File: src/rtl/seq_alu.sv
// Sequential Hack ALU with valid/ready handshakes and an optional shift-add multiplier.
// Define SEQ_ALU_MUL_EN to build the multiplier; without it every request runs as a Hack op.
module seq_alu #(
  parameter int WIDTH = 16
) (
  input  logic             clk,
  input  logic             rst,
  input  logic             in_valid,
  output logic             in_ready,
  input  logic [WIDTH-1:0] x,
  input  logic [WIDTH-1:0] y,
  input  logic             zx,
  input  logic             nx,
  input  logic             zy,
  input  logic             ny,
  input  logic             f,
  input  logic             no,
  input  logic             mul,
  output logic             out_valid,
  input  logic             out_ready,
  output logic [WIDTH-1:0] out,
  output logic             zr,
  output logic             ng
);

  typedef enum logic [1:0] {
    IDLE = 2'd0,
    BUSY = 2'd1,
    DONE = 2'd2
  } state_t;

  state_t           state_reg, state_next;
  logic [WIDTH-1:0] out_reg, out_next;
  logic [WIDTH-1:0] x_pre, y_pre, hack_r, hack_res;
  logic             accept;

  // zero-then-negate preprocessing collapses to one XOR/AND per bit
  for (genvar gi = 0; gi < WIDTH; gi++) begin : g_pre
    assign x_pre[gi] = nx ^ (x[gi] & ~zx);
    assign y_pre[gi] = ny ^ (y[gi] & ~zy);
  end

  assign hack_r   = f ? (x_pre + y_pre) : (x_pre & y_pre);
  assign hack_res = no ? ~hack_r : hack_r;

  assign in_ready  = !rst && ((state_reg == IDLE) || ((state_reg == DONE) && out_ready));
  assign accept    = in_valid && in_ready;
  assign out_valid = (state_reg == DONE);
  assign out       = out_reg;
  assign zr        = (out_reg == '0);
  assign ng        = out_reg[WIDTH-1];

`ifdef SEQ_ALU_MUL_EN
  localparam int CW = $clog2(WIDTH);

  logic [WIDTH-1:0] mcand_reg, mcand_next;
  logic [WIDTH-1:0] mplier_reg, mplier_next;
  logic [WIDTH-1:0] acc_reg, acc_next, acc_sum;
  logic [CW-1:0]    cnt_reg, cnt_next;

  assign acc_sum = acc_reg + (mplier_reg[0] ? mcand_reg : '0);
`else
  logic unused_mul;
  assign unused_mul = mul;
`endif

  always_comb begin
    state_next = state_reg;
    out_next   = out_reg;
`ifdef SEQ_ALU_MUL_EN
    mcand_next  = mcand_reg;
    mplier_next = mplier_reg;
    acc_next    = acc_reg;
    cnt_next    = cnt_reg;
`endif
    case (state_reg)
      IDLE, DONE: begin
        if (accept) begin
          state_next = DONE;
          out_next   = hack_res;
`ifdef SEQ_ALU_MUL_EN
          if (mul) begin
            state_next  = BUSY;
            out_next    = out_reg;
            mcand_next  = x_pre;
            mplier_next = y_pre;
            acc_next    = '0;
            cnt_next    = '0;
          end
`endif
        end else if ((state_reg == DONE) && out_ready) begin
          state_next = IDLE;
        end
      end
      BUSY: begin
`ifdef SEQ_ALU_MUL_EN
        // one multiplier bit per cycle; the last step lands straight in out
        acc_next    = acc_sum;
        mcand_next  = mcand_reg << 1;
        mplier_next = mplier_reg >> 1;
        cnt_next    = cnt_reg + 1'b1;
        if (cnt_reg == CW'(WIDTH - 1)) begin
          state_next = DONE;
          out_next   = acc_sum;
        end
`else
        state_next = IDLE;
`endif
      end
      default: state_next = IDLE;
    endcase
  end

  always_ff @(posedge clk) begin
    if (rst) begin
      state_reg <= IDLE;
      out_reg   <= '0;
`ifdef SEQ_ALU_MUL_EN
      mcand_reg  <= '0;
      mplier_reg <= '0;
      acc_reg    <= '0;
      cnt_reg    <= '0;
`endif
    end else begin
      state_reg <= state_next;
      out_reg   <= out_next;
`ifdef SEQ_ALU_MUL_EN
      mcand_reg  <= mcand_next;
      mplier_reg <= mplier_next;
      acc_reg    <= acc_next;
      cnt_reg    <= cnt_next;
`endif
    end
  end

endmodule

File: config.mk
export PLATFORM = sky130hd
export DESIGN_NAME = seq_alu
export DESIGN_NICKNAME = d
export VERILOG_FILES = /design/src/rtl/seq_alu.sv
export SDC_FILE = /design/constraint.sdc
export NUM_CORES = 1
export LEC_CHECK = 0
export CORE_MARGIN = 4
export CORE_UTILIZATION = 40
export CTS_CLUSTER_SIZE = 28
export DETAILED_ROUTE_END_ITERATION = 7
export GPL_TIMING_DRIVEN = 1
export HOLD_SLACK_MARGIN = 0.15
export PLACE_DENSITY_LB_ADDON = 0.15
export SLEW_MARGIN = 10
export SYNTH_ARGS = -nofsm -noshare
export SYNTH_HDL_FRONTEND = slang
export SYNTH_SLANG_ARGS = --single-unit
File: constraint.sdc
create_clock -name clk -period 5.5 [get_ports clk]
set_input_delay 1.1 -clock clk [delete_from_list [all_inputs] [get_ports clk]]
set_output_delay 1.1 -clock clk [all_outputs]
set_load 0.02 [all_outputs]
# [Word-level counts from Yosys, hierarchy flattened]
# Index checks and enable logic that the tools add are counted.
# W data, S select, Z words.
[op_classes] add_sub_neg=1 bitwise_logic=69 n_reduce_logical=11 n_mux=4
[op_table] operator="$and A1 B1 Y1" n=32
[op_table] operator="$mux W16" n=2
[op_table] operator="$xor A1 B1 Y1" n=32
[op_table] operator="$add A16 B16 Y16" n=1
[op_table] operator="$and A16 B16 Y16" n=1
[op_table] operator="$logic_not A16 Y1" n=1
[op_table] operator="$not A16 Y16" n=1
[op_table] operator="$mux W2" n=2
[op_table] operator="$reduce_or A2 Y1" n=2
[op_table] operator="$logic_and A1 B1 Y1" n=3
[op_table] operator="$not A1 Y1" n=3
[op_table] operator="$logic_not A2 Y1" n=1
[op_table] operator="$reduce_and A2 Y1" n=1
[op_table] operator="$reduce_bool A2 Y1" n=1
[op_table] operator="$logic_not A1 Y1" n=1
[op_table] operator="$logic_or A1 B1 Y1" n=1
[word_totals] word_cells=87 in_bits=43 out_inout_bits=20 reg_bits=17

# [Depth between registers and ports, before layout]
[logic_depth] word_depth=7 depth_mapped=12 depth_no_buf=11

# [Worst setup path before layout]
# No wires, ideal clock.
[synth_timing] kind="input port to flip-flop" from="in nx" to="reg out_reg[12], in the netlist out[12]" n_path_buf=2 setup_time_ns=0.119 t_required_ns=5.381 arrival_time_ns=3.956 stages=11 path_slack_ns=1.425 path_cell_list="clkbuf_1 buf_1 xnor2_1 fa_1 a21o_1 a221oi_4 nor3_2 or4_1 a31oi_1 xor2_1 o21ai_1"
[synth_between] elab_chain_cells=5 word_cells_on_any_way=18 classes_between="add/sub: 1; mux: 2; bitwise: 15"
[synth_rtl] element="from (decl)" line="13" source="input logic nx,"
[synth_rtl] element="$xor A1 B1 Y1" line="39" source="assign x_pre[gi] = nx ^ (x[gi] & ~zx);"
[synth_rtl] element="$add A16 B16 Y16 or $and A16 B16 Y16 (tied branches)" line="43" source="assign hack_r = f ? (x_pre + y_pre) : (x_pre & y_pre);"
[synth_rtl] element="$mux W16 *" line="43"
[synth_rtl] element="$not A16 Y16" line="44" source="assign hack_res = no ? ~hack_r : hack_r;"
[synth_rtl] element="$mux W16 *" line="44"
[synth_rtl] element="to (signal assigned)" line="126" source="out_reg <= out_next;"
[synth_rtl] element="to (decl)" line="33" source="logic [WIDTH-1:0] out_reg, out_next;"
# Mark *: on every way between the ends. The rest lies on a longest branch, timed or not.
# A chain may end at the register's enable or synchronous reset.

# [Worst setup path in the final report]
[layout_timing] from="in zx" to="reg out_reg[12], in the netlist out[12]"
[layout_between] elab_chain_cells=7 word_cells_on_any_way=32 classes_between="add/sub: 1; mux: 2; bitwise: 29"
[layout_rtl] element="from (decl)" line="12" source="input logic zx,"
[layout_rtl] element="$not A1 Y1 *" line="39"
[layout_rtl] element="$and A1 B1 Y1" line="39"
[layout_rtl] element="$xor A1 B1 Y1" line="39"
[layout_rtl] element="$add A16 B16 Y16 or $and A16 B16 Y16 (tied branches)" line="43"
[layout_rtl] element="$mux W16 *" line="43"
[layout_rtl] element="$not A16 Y16" line="44"
[layout_rtl] element="$mux W16 *" line="44"
# Marked as above.

==> metrics.yaml <==
status:
  status: "complete, no violations"
clocking:
  cts_tree: "yes"
  cts_resized: 0
  clk_pin_slew_worst_paths_ns: 0.06
  cts-root-buf: "clkbuf_8"
  clkLatencyLatePin_ns: 0.25
  post_cts_buffers: 0
  cts_buffers: 3
  cts_max_level: 1
  cts_sinks: 17
  cts_hold_buf: 0
  cts_buffer_depth: 2
detailed_routing:
  wirelength_um: 4890
  routedWlPerCell_um: 12.2
  drc: 0
  dr_total_vias: 2039
  drt_first_pass_iters: 4
  final_antenna_net_count: 0
  viasPerCell: 5.07
  drtIter0Drc: 79
power:
  power.total_mw: 0.648
  leakagePower_nw: 1.10
  ir_drop_mv: 0.110
  sw_frac_of_total: 0.398
  internal-power_mw: 0.390
  clockPowerShare: 0.138
  seq_power_share: 0.242
  comb_power_share: 0.620
  powerDensity_nw_per_um2: 226
  p_sw_mw: 0.258
placement:
  pre_cts_slack_ns: 0.956
  port_buffers: 61
  dp.cells: 398
  routabilityCongestion: 0.877
  hpwl_um: 4070
  placed_cell_area_um2: 2830
global_routing:
  grt_max_degree: 34
  grt_usage: 0.149
  gr-max-usage-layer: "met2"
  antenna_found_initial: 0
  overflow: 0
  grt_pass1_wl_um: 8240
  grt_pass1_vias: 1876
  use_met1: 0.213
  use_met2: 0.237
  grt_util_met3: 0.0108
timing:
  fin_crit_sh: 0.770
  setup_slack_ns: 1.26
  fmax_mhz: 236
  rsz0062_at_grt: "no"
  skew_ns: 0.000499
  worstMarginPinSlew_ns: 0.981
  maxSlewHeadroom: 0.344
  period_minus_slack_ns: 4.24
  setup-tns-final_ns: 0
  whs_ns: 0.473
  setup_viol: 0
  finalHoldViolCount: 0
  final_max_slew_viol_count: 0
worst_setup_path:
  cp-startpoint: "zx"
  cp-end-kind: "register"
  crit_path_start_kind: "primary input"
  r2r_slack_ns: 3.79
  crit_type: "in -> reg"
  r2r-end: "out[15]"
  reg2reg_depth: 6
  endpoint: "out[12]"
  worstPathArrival_ns: 4.34
  timing.rr.start: "state_reg[1]"
  worstPathMaxFanout: 16
  cp_data_required_time_ns: 5.61
floorplanning:
  die_area_um2: 6840
  core_um2: 5270
  initial_core_util: 0.423
  die_h_um: 82.7
  die_w_um: 82.7
  rows: 26
  num_io_pins: 63
synthesis:
  synth-edff-count: 0
  synthArstFlopShare: 0
  avgSynthCellArea_um2: 7.86
  synth.cell_area_um2: 2230
  synthCells: 284
  mappedNetlistNets: 344
  synth.top_cell.area_share: 0.165
  yosysTopAreaCell: "xnor2_1"
  synth_seq_area_share: 0.153
  yosysUniqueCellTypes: 45
  ys_warn_count: 0
  netlist_top_cells_area: "xnor2_1 (16%), dfxtp_1 (15%), nand2b_1 (9.3%), ha_1 (9.0%), xor2_1 (5.9%)"
  ys.flop_type: "dfxtp_1"
  synth.ff_latch_count: 17
run:
  cap_violations: 0
finish:
  final_area_um2: 2870
  instances_no_fill: 402
  largest_register_ffs: 16
  layout_common_cells: "clkdlybuf4s50_1 (61), xnor2_1 (42), nand2b_1 (33)"
  insertedDiodeCount: 0
  multi_input_area_um2: 1760
  drive_gt1_frac: 0.0361
  nFillCells: 546
  final_common_cell: "clkdlybuf4s50_1"
  area_growth_syn_to_layout_pct: 28.8
  seq_area_um2: 340
  nets: 393
  finalCoreUtilization: 0.545
worst_hold_path:
  hp-class: "reg -> reg"
critical path, cell delays in order:
cell and delay [ns]:
clkdlybuf4s50_1 0.64, nand2b_1 0.27, xnor2_1 0.13, ha_1 0.25, fa_1 0.41, a21o_1 0.21, a221oi_4 0.34, nor3_2 0.13
or4_1 0.41, a31oi_1 0.20, xor2_1 0.18, o21ai_1 0.08
cells by family after synthesis:
| kind of cell | synth area share |
|---|---|
| flip-flops | 0.153 |
| buffers and inverters | 0.0583 |
| multiplexers | 0.0359 |
| AND/OR/NAND/NOR | 0.241 |
| adder cells (fa/ha/maj) | 0.0987 |
| XOR/XNOR | 0.224 |
| AO/OA/AOI/OAI | 0.190 |
metal layers:
layer	share of wire	vias to the layer above
met5	0	-
met4	0.0086	0
met3	0.053	4
met2	0.44	53
met1	0.49	888
li1	-	1094
synthesized netlist by cell type, types with 2 or more instances:
cell type	n
inv_1	4
nand2_1	13
nor2b_1	4
nand3_1	18
nor4_1	4
xnor2_1	42
o211ai_1	2
nor2_1	9
o21ai_1	4
ha_1	16
nor3_1	2
clkbuf_8	2
a31oi_1	5
xor2_1	15
a21oi_1	14
o31ai_1	4
o311ai_1	2
o21ai_0	20
a21o_1	7
or4_1	2
nand4_1	3
mux2i_1	8
buf_4	2
or3_1	2
buf_1	2
nand2b_1	33
dfxtp_1	17
clkbuf_1	10
and4_1	2
power groups by stage:
stage | clock network, mW | logic [mW] | registers, mW
CTS | 0.0942 | 0.404 | 0.157
floorplan | 0 | 0.265 | 0.180
finish | 0.0897 | 0.402 | 0.157
global placement | 0 | 0.398 | 0.160
global route | 0.0975 | 0.446 | 0.160
detailed placement | 0 | 0.402 | 0.160
layout make-up:
cell class,instances,area share
Clock buffer,4,0.0157
Inverter,4,0.00522
Multi-Input combinational cell,244,0.613
Sequential cell,17,0.118
Tap cell,70,0.0305
Timing Repair Buffer,63,0.218
worst min path at each step:
stage,start,end,slack [ns],cells past startpoint
floorplan,out[11],out[11],0.55,2
global route,out[5],out[5],0.52,2
CTS,out[11],out[11],0.48,2
detailed placement,out[11],out[11],0.47,2
global placement,out[11],out[11],0.46,2
finish,out[11],out[11],0.47,2
Note: power is estimated with default switching activity, not from simulation.
==> RTL edit 1: new RTL, same flow settings <==
Set the parameter `WIDTH` to 18 (it was 16).
--- a/src/rtl/seq_alu.sv
+++ b/src/rtl/seq_alu.sv
@@ -2,5 +2,5 @@
 // Define SEQ_ALU_MUL_EN to build the multiplier; without it every request runs as a Hack op.
 module seq_alu #(
-  parameter int WIDTH = 16
+  parameter int WIDTH = 18
 ) (
   input  logic             clk,
Ports: changed (resized out, x and y); port bits go from 63 to 69. No check against the original RTL was run, so the function may have changed too.
==> RTL edit 1 against the unedited design <==
  * Design area rose by 18%
  * Area after synthesis up 18%
  * Wire length increased by 31%
  * Setup slack improved by 0.075 ns
  * Sequential cell count rose by 2
  * Cell count rose by 20%
  * Total power is 12% higher
  * Largest power group unchanged
  * Via count rose by 25%
==> RTL edit 1: results (changes against the unedited design) <==
| Metric | Value |
|---|---|
| Top post-synthesis cells by area | `xnor2_1 (15%), dfxtp_1 (14%), nand2b_1 (9.5%), ha_1 (8.5%), nand3_1 (4.4%) (was xnor2_1 (16%), dfxtp_1 (15%), nand2b_1 (9.3%), ha_1 (9.0%), xor2_1 (5.9%))` |
| Switching Share | `41.9% (was 39.8%)` |
| Share of cells above drive strength 1 | `4.93% (was 3.61%)` |
| CP top delay family | `buffers and inverters (was compound AO/OA/AOI/OAI gates)` |
| Sequential share of power | `23.8% (was 24.2%)` |
| Vias | `2550 (was 2039)` |
| Final nets | `473 (was 393)` |
| Critical Path Fanout Max | `16 (unchanged)` |
| Synth Area in Adders | `9.31% (was 9.87%)` |
| Leakage dissipation | `1.27 nW (was 1.10 nW)` |
| Post-Place Setup Slack | `1.04 ns (was 0.956 ns)` |
| WP data arrival | `4.30 ns (was 4.34 ns)` |
| Count of cell types in the netlist | `57 (was 45)` |
| Compound-Gate Fraction of Synth Area | `26.1% (was 19.0%)` |
| HPWL Detailed | `5330 um (was 4070 um)` |
| Syn. warnings | `0 (unchanged)` |
| Met2 WL | `2620 um (was 2170 um)` |
| Sequential share of the synthesized area | `14.4% (was 15.3%)` |
| Largest register FFs | `18 (was 16)` |
| Tightest Pin Transition | `0.855 ns (was 0.981 ns)` |
| Gr usage total | `16.0% (was 14.9%)` |
| Vias in the first global route | `2276 (was 1876)` |
| First-pass GRT wire length | `10500 um (was 8240 um)` |
| Dpl cells | `479 (was 398)` |
| Gpl congestion | `0.857 (was 0.877)` |
| Port bufs | `67 (was 61)` |
| Status | `finished clean (unchanged)` |
| Clock Skew | `0.00102 ns (was 0.000499 ns)` |
| Largest area contributor in the netlist | `xnor2_1 (unchanged)` |
| Wl on met1 | `3310 um (was 2420 um)` |
| Xor/xnor share of the synthesized area | `15.0% (was 22.4%)` |
| Routed wire length | `6400 um (was 4890 um)` |
| Fillers | `650 (was 546)` |
| Met3 routed WL | `390 um (was 257 um)` |
| Mean post-synth cell area | `7.46 um^2 (was 7.86 um^2)` |
| Met1 Use GR | `23.6% (was 21.3%)` |
| Placed instance area | `3330 um^2 (was 2830 um^2)` |
| Mux share of post-synthesis cell area | `1.52% (was 3.59%)` |
| Pwr per Cell Area | `214 nW/um^2 (was 226 nW/um^2)` |
| GRT met3 Usage | `1.29% (was 1.08%)` |
| VDD IR max | `0.186 mV (was 0.110 mV)` |
| # diodes | `0 (unchanged)` |
| WL per Instance | `13.3 um (was 12.2 um)` |
| Post-synth top cells | `xnor2_1 (44), nand2b_1 (40), nand2_1 (24) (was xnor2_1 (42), nand2b_1 (33), o21ai_0 (20))` |
| Number of DRC markers in iteration 0 | `130 (was 79)` |
| Largest net degree at the start of global routing | `32 (was 34)` |
| Clk pwr share | `13.2% (was 13.8%)` |
RTL edit 1: final timing paths:
kind         slack, ns    startpoint       to
max               1.34            nx  out[14]
min               0.48        out[7]   out[7]
max reg2reg       3.25  state_reg[1]  out[17]
min reg2reg       0.48        out[7]   out[7]
RTL edit 1: kinds of logic after synthesis:
group | Yosys count
AO/OA/AOI/OAI | 95
AND/OR/NAND/NOR | 138
flip-flops | 19
multiplexers | 4
adder cells (fa/ha/maj) | 19
buffers and inverters | 33
XOR/XNOR | 45
RTL edit 1: worst min-delay path: stages, from the launching register on:
cell	delay [ns]
dfxtp_1	0.32
nand3_1	0.06
nand2_1	0.05
RTL edit 1: layout make-up:
type                       instances  area, um^2  area share [%]
inverter                          12        45.0            1.33
tap                               77        96.3            2.85
clock inverter                     1        5.00           0.148
timing repair buffer              70         693            20.5
multi-input combinational        301        2120            62.7
sequential                        19         380            11.3
clock buffer                       3        41.3            1.22
==> RTL edit 2: new RTL, config.mk and constraints unchanged <==
Without the edit above. The 3 states of `state_t` get a one-hot encoding in 3 bits.
--- a/src/rtl/seq_alu.sv
+++ b/src/rtl/seq_alu.sv
@@ -24,8 +24,8 @@
 );
 
-  typedef enum logic [1:0] {
-    IDLE = 2'd0,
-    BUSY = 2'd1,
-    DONE = 2'd2
+  typedef enum logic [2:0] {
+    IDLE = 3'b001,
+    BUSY = 3'b010,
+    DONE = 3'b100
   } state_t;
 
Check against the original RTL: same outputs for any inputs over 10 cycles, from zero or initial values and one cycle with rst high; not proved beyond that.
==> RTL edit 2 against the unedited design <==
  * Non-clock buffer count grew 1
  * Wire length grew 1.6%
  * Sequential cell count grew 1
  * Setup slack gained 0.096 ns
  * Sequential power grew 26%
  * Design area grew 4.3%
  * Total power grew 34%
  * Area after synthesis grew 2.9%
==> RTL edit 2: results (changes against the unedited design) <==
| Metric | Value |
|---|---|
| Status | `finished clean (unchanged)` |
| Final nets | `423 (was 393)` |
| Compound-Gate Fraction of Synth Area | `19.3% (was 19.0%)` |
| M2 GR Usage | `23.1% (was 23.7%)` |
| VDD IR max | `0.194 mV (was 0.110 mV)` |
| Clk tree area frac | `1.84% (was 1.57%)` |
| Number of DRC markers in iteration 0 | `72 (was 79)` |
| Largest net degree at the start of global routing | `28 (was 34)` |
| Area of the multi-input gates | `1830 um^2 (was 1760 um^2)` |
| Routed wire length | `4970 um (was 4890 um)` |
| Vias in the first global route | `1892 (was 1876)` |
| Register area | `360 um^2 (was 340 um^2)` |
| Post-synth top cells | `xnor2_1 (47), nand2_1 (36), nand2b_1 (32) (was xnor2_1 (42), nand2b_1 (33), o21ai_0 (20))` |
| Met2 WL | `2170 um (about the same)` |
| Seq Cell Count | `18 (was 17)` |
| Leakage dissipation | `1.12 nW (was 1.10 nW)` |
| Switching Share | `42.1% (was 39.8%)` |
| Gpl congestion | `0.894 (was 0.877)` |
| Mux share of post-synthesis cell area | `2.62% (was 3.59%)` |
| Synth Area in Adders | `10.7% (was 9.87%)` |
| Nonclk inv count | `7 (was 4)` |
| R2R Path Start | `state_reg[0] (was state_reg[1])` |
| GRT met3 Usage | `1.78% (was 1.08%)` |
| Count of cell types in the netlist | `46 (was 45)` |
| WP data arrival | `4.28 ns (was 4.34 ns)` |
| Worst hold start | `out[13] (was out[11])` |
| Clock Skew | `0.00224 ns (was 0.000499 ns)` |
| DR vias/cell | `4.98 (was 5.07)` |
| Share of cells above drive strength 1 | `3.61% (about the same)` |
| Xor/xnor share of the synthesized area | `20.2% (was 22.4%)` |
| Tightest Pin Transition | `0.893 ns (was 0.981 ns)` |
| First-pass GRT wire length | `8560 um (was 8240 um)` |
| Signal buffers share of area | `21.1% (was 21.8%)` |
| Met1 Use GR | `19.6% (was 21.3%)` |
| Non-clk bufs | `64 (was 63)` |
| Fillers | `573 (was 546)` |
| Sequential share of power | `22.9% (was 24.2%)` |
==> RTL edit 2: cell types whose count changed after synthesis, sizes merged, moves of 4 or more <==
cell	delta
a21oi	+14
a211oi	+4
xnor2	+5
xor2	-9
nor2	+7
o21ai	-15
a21o	-4
nand3	-12
nand2	+24
==> RTL edit 2: worst paths after layout <==
kind	cells past startpoint	endpoint	slack [ns]
min reg2reg	2	out[13]	0.47
min	2	out[13]	0.47
max reg2reg	8	out[15]	3.33
max	12	out[14]	1.36
==> RTL edit 2: stage by stage <==
stage	total power [W]	utilization [%]	cell area, um^2	setup slack (ns)	instances
floorplan	0.000589	-	2290	1.51	311
global placement	0.000761	53.1	2940	1.09	428
detailed placement	0.000768	53.1	2940	1.05	428
CTS	0.000875	54.1	3000	1.31	432
global route	0.000942	54.1	3000	1.09	432
finish	0.000866	54.1	3000	1.36	432
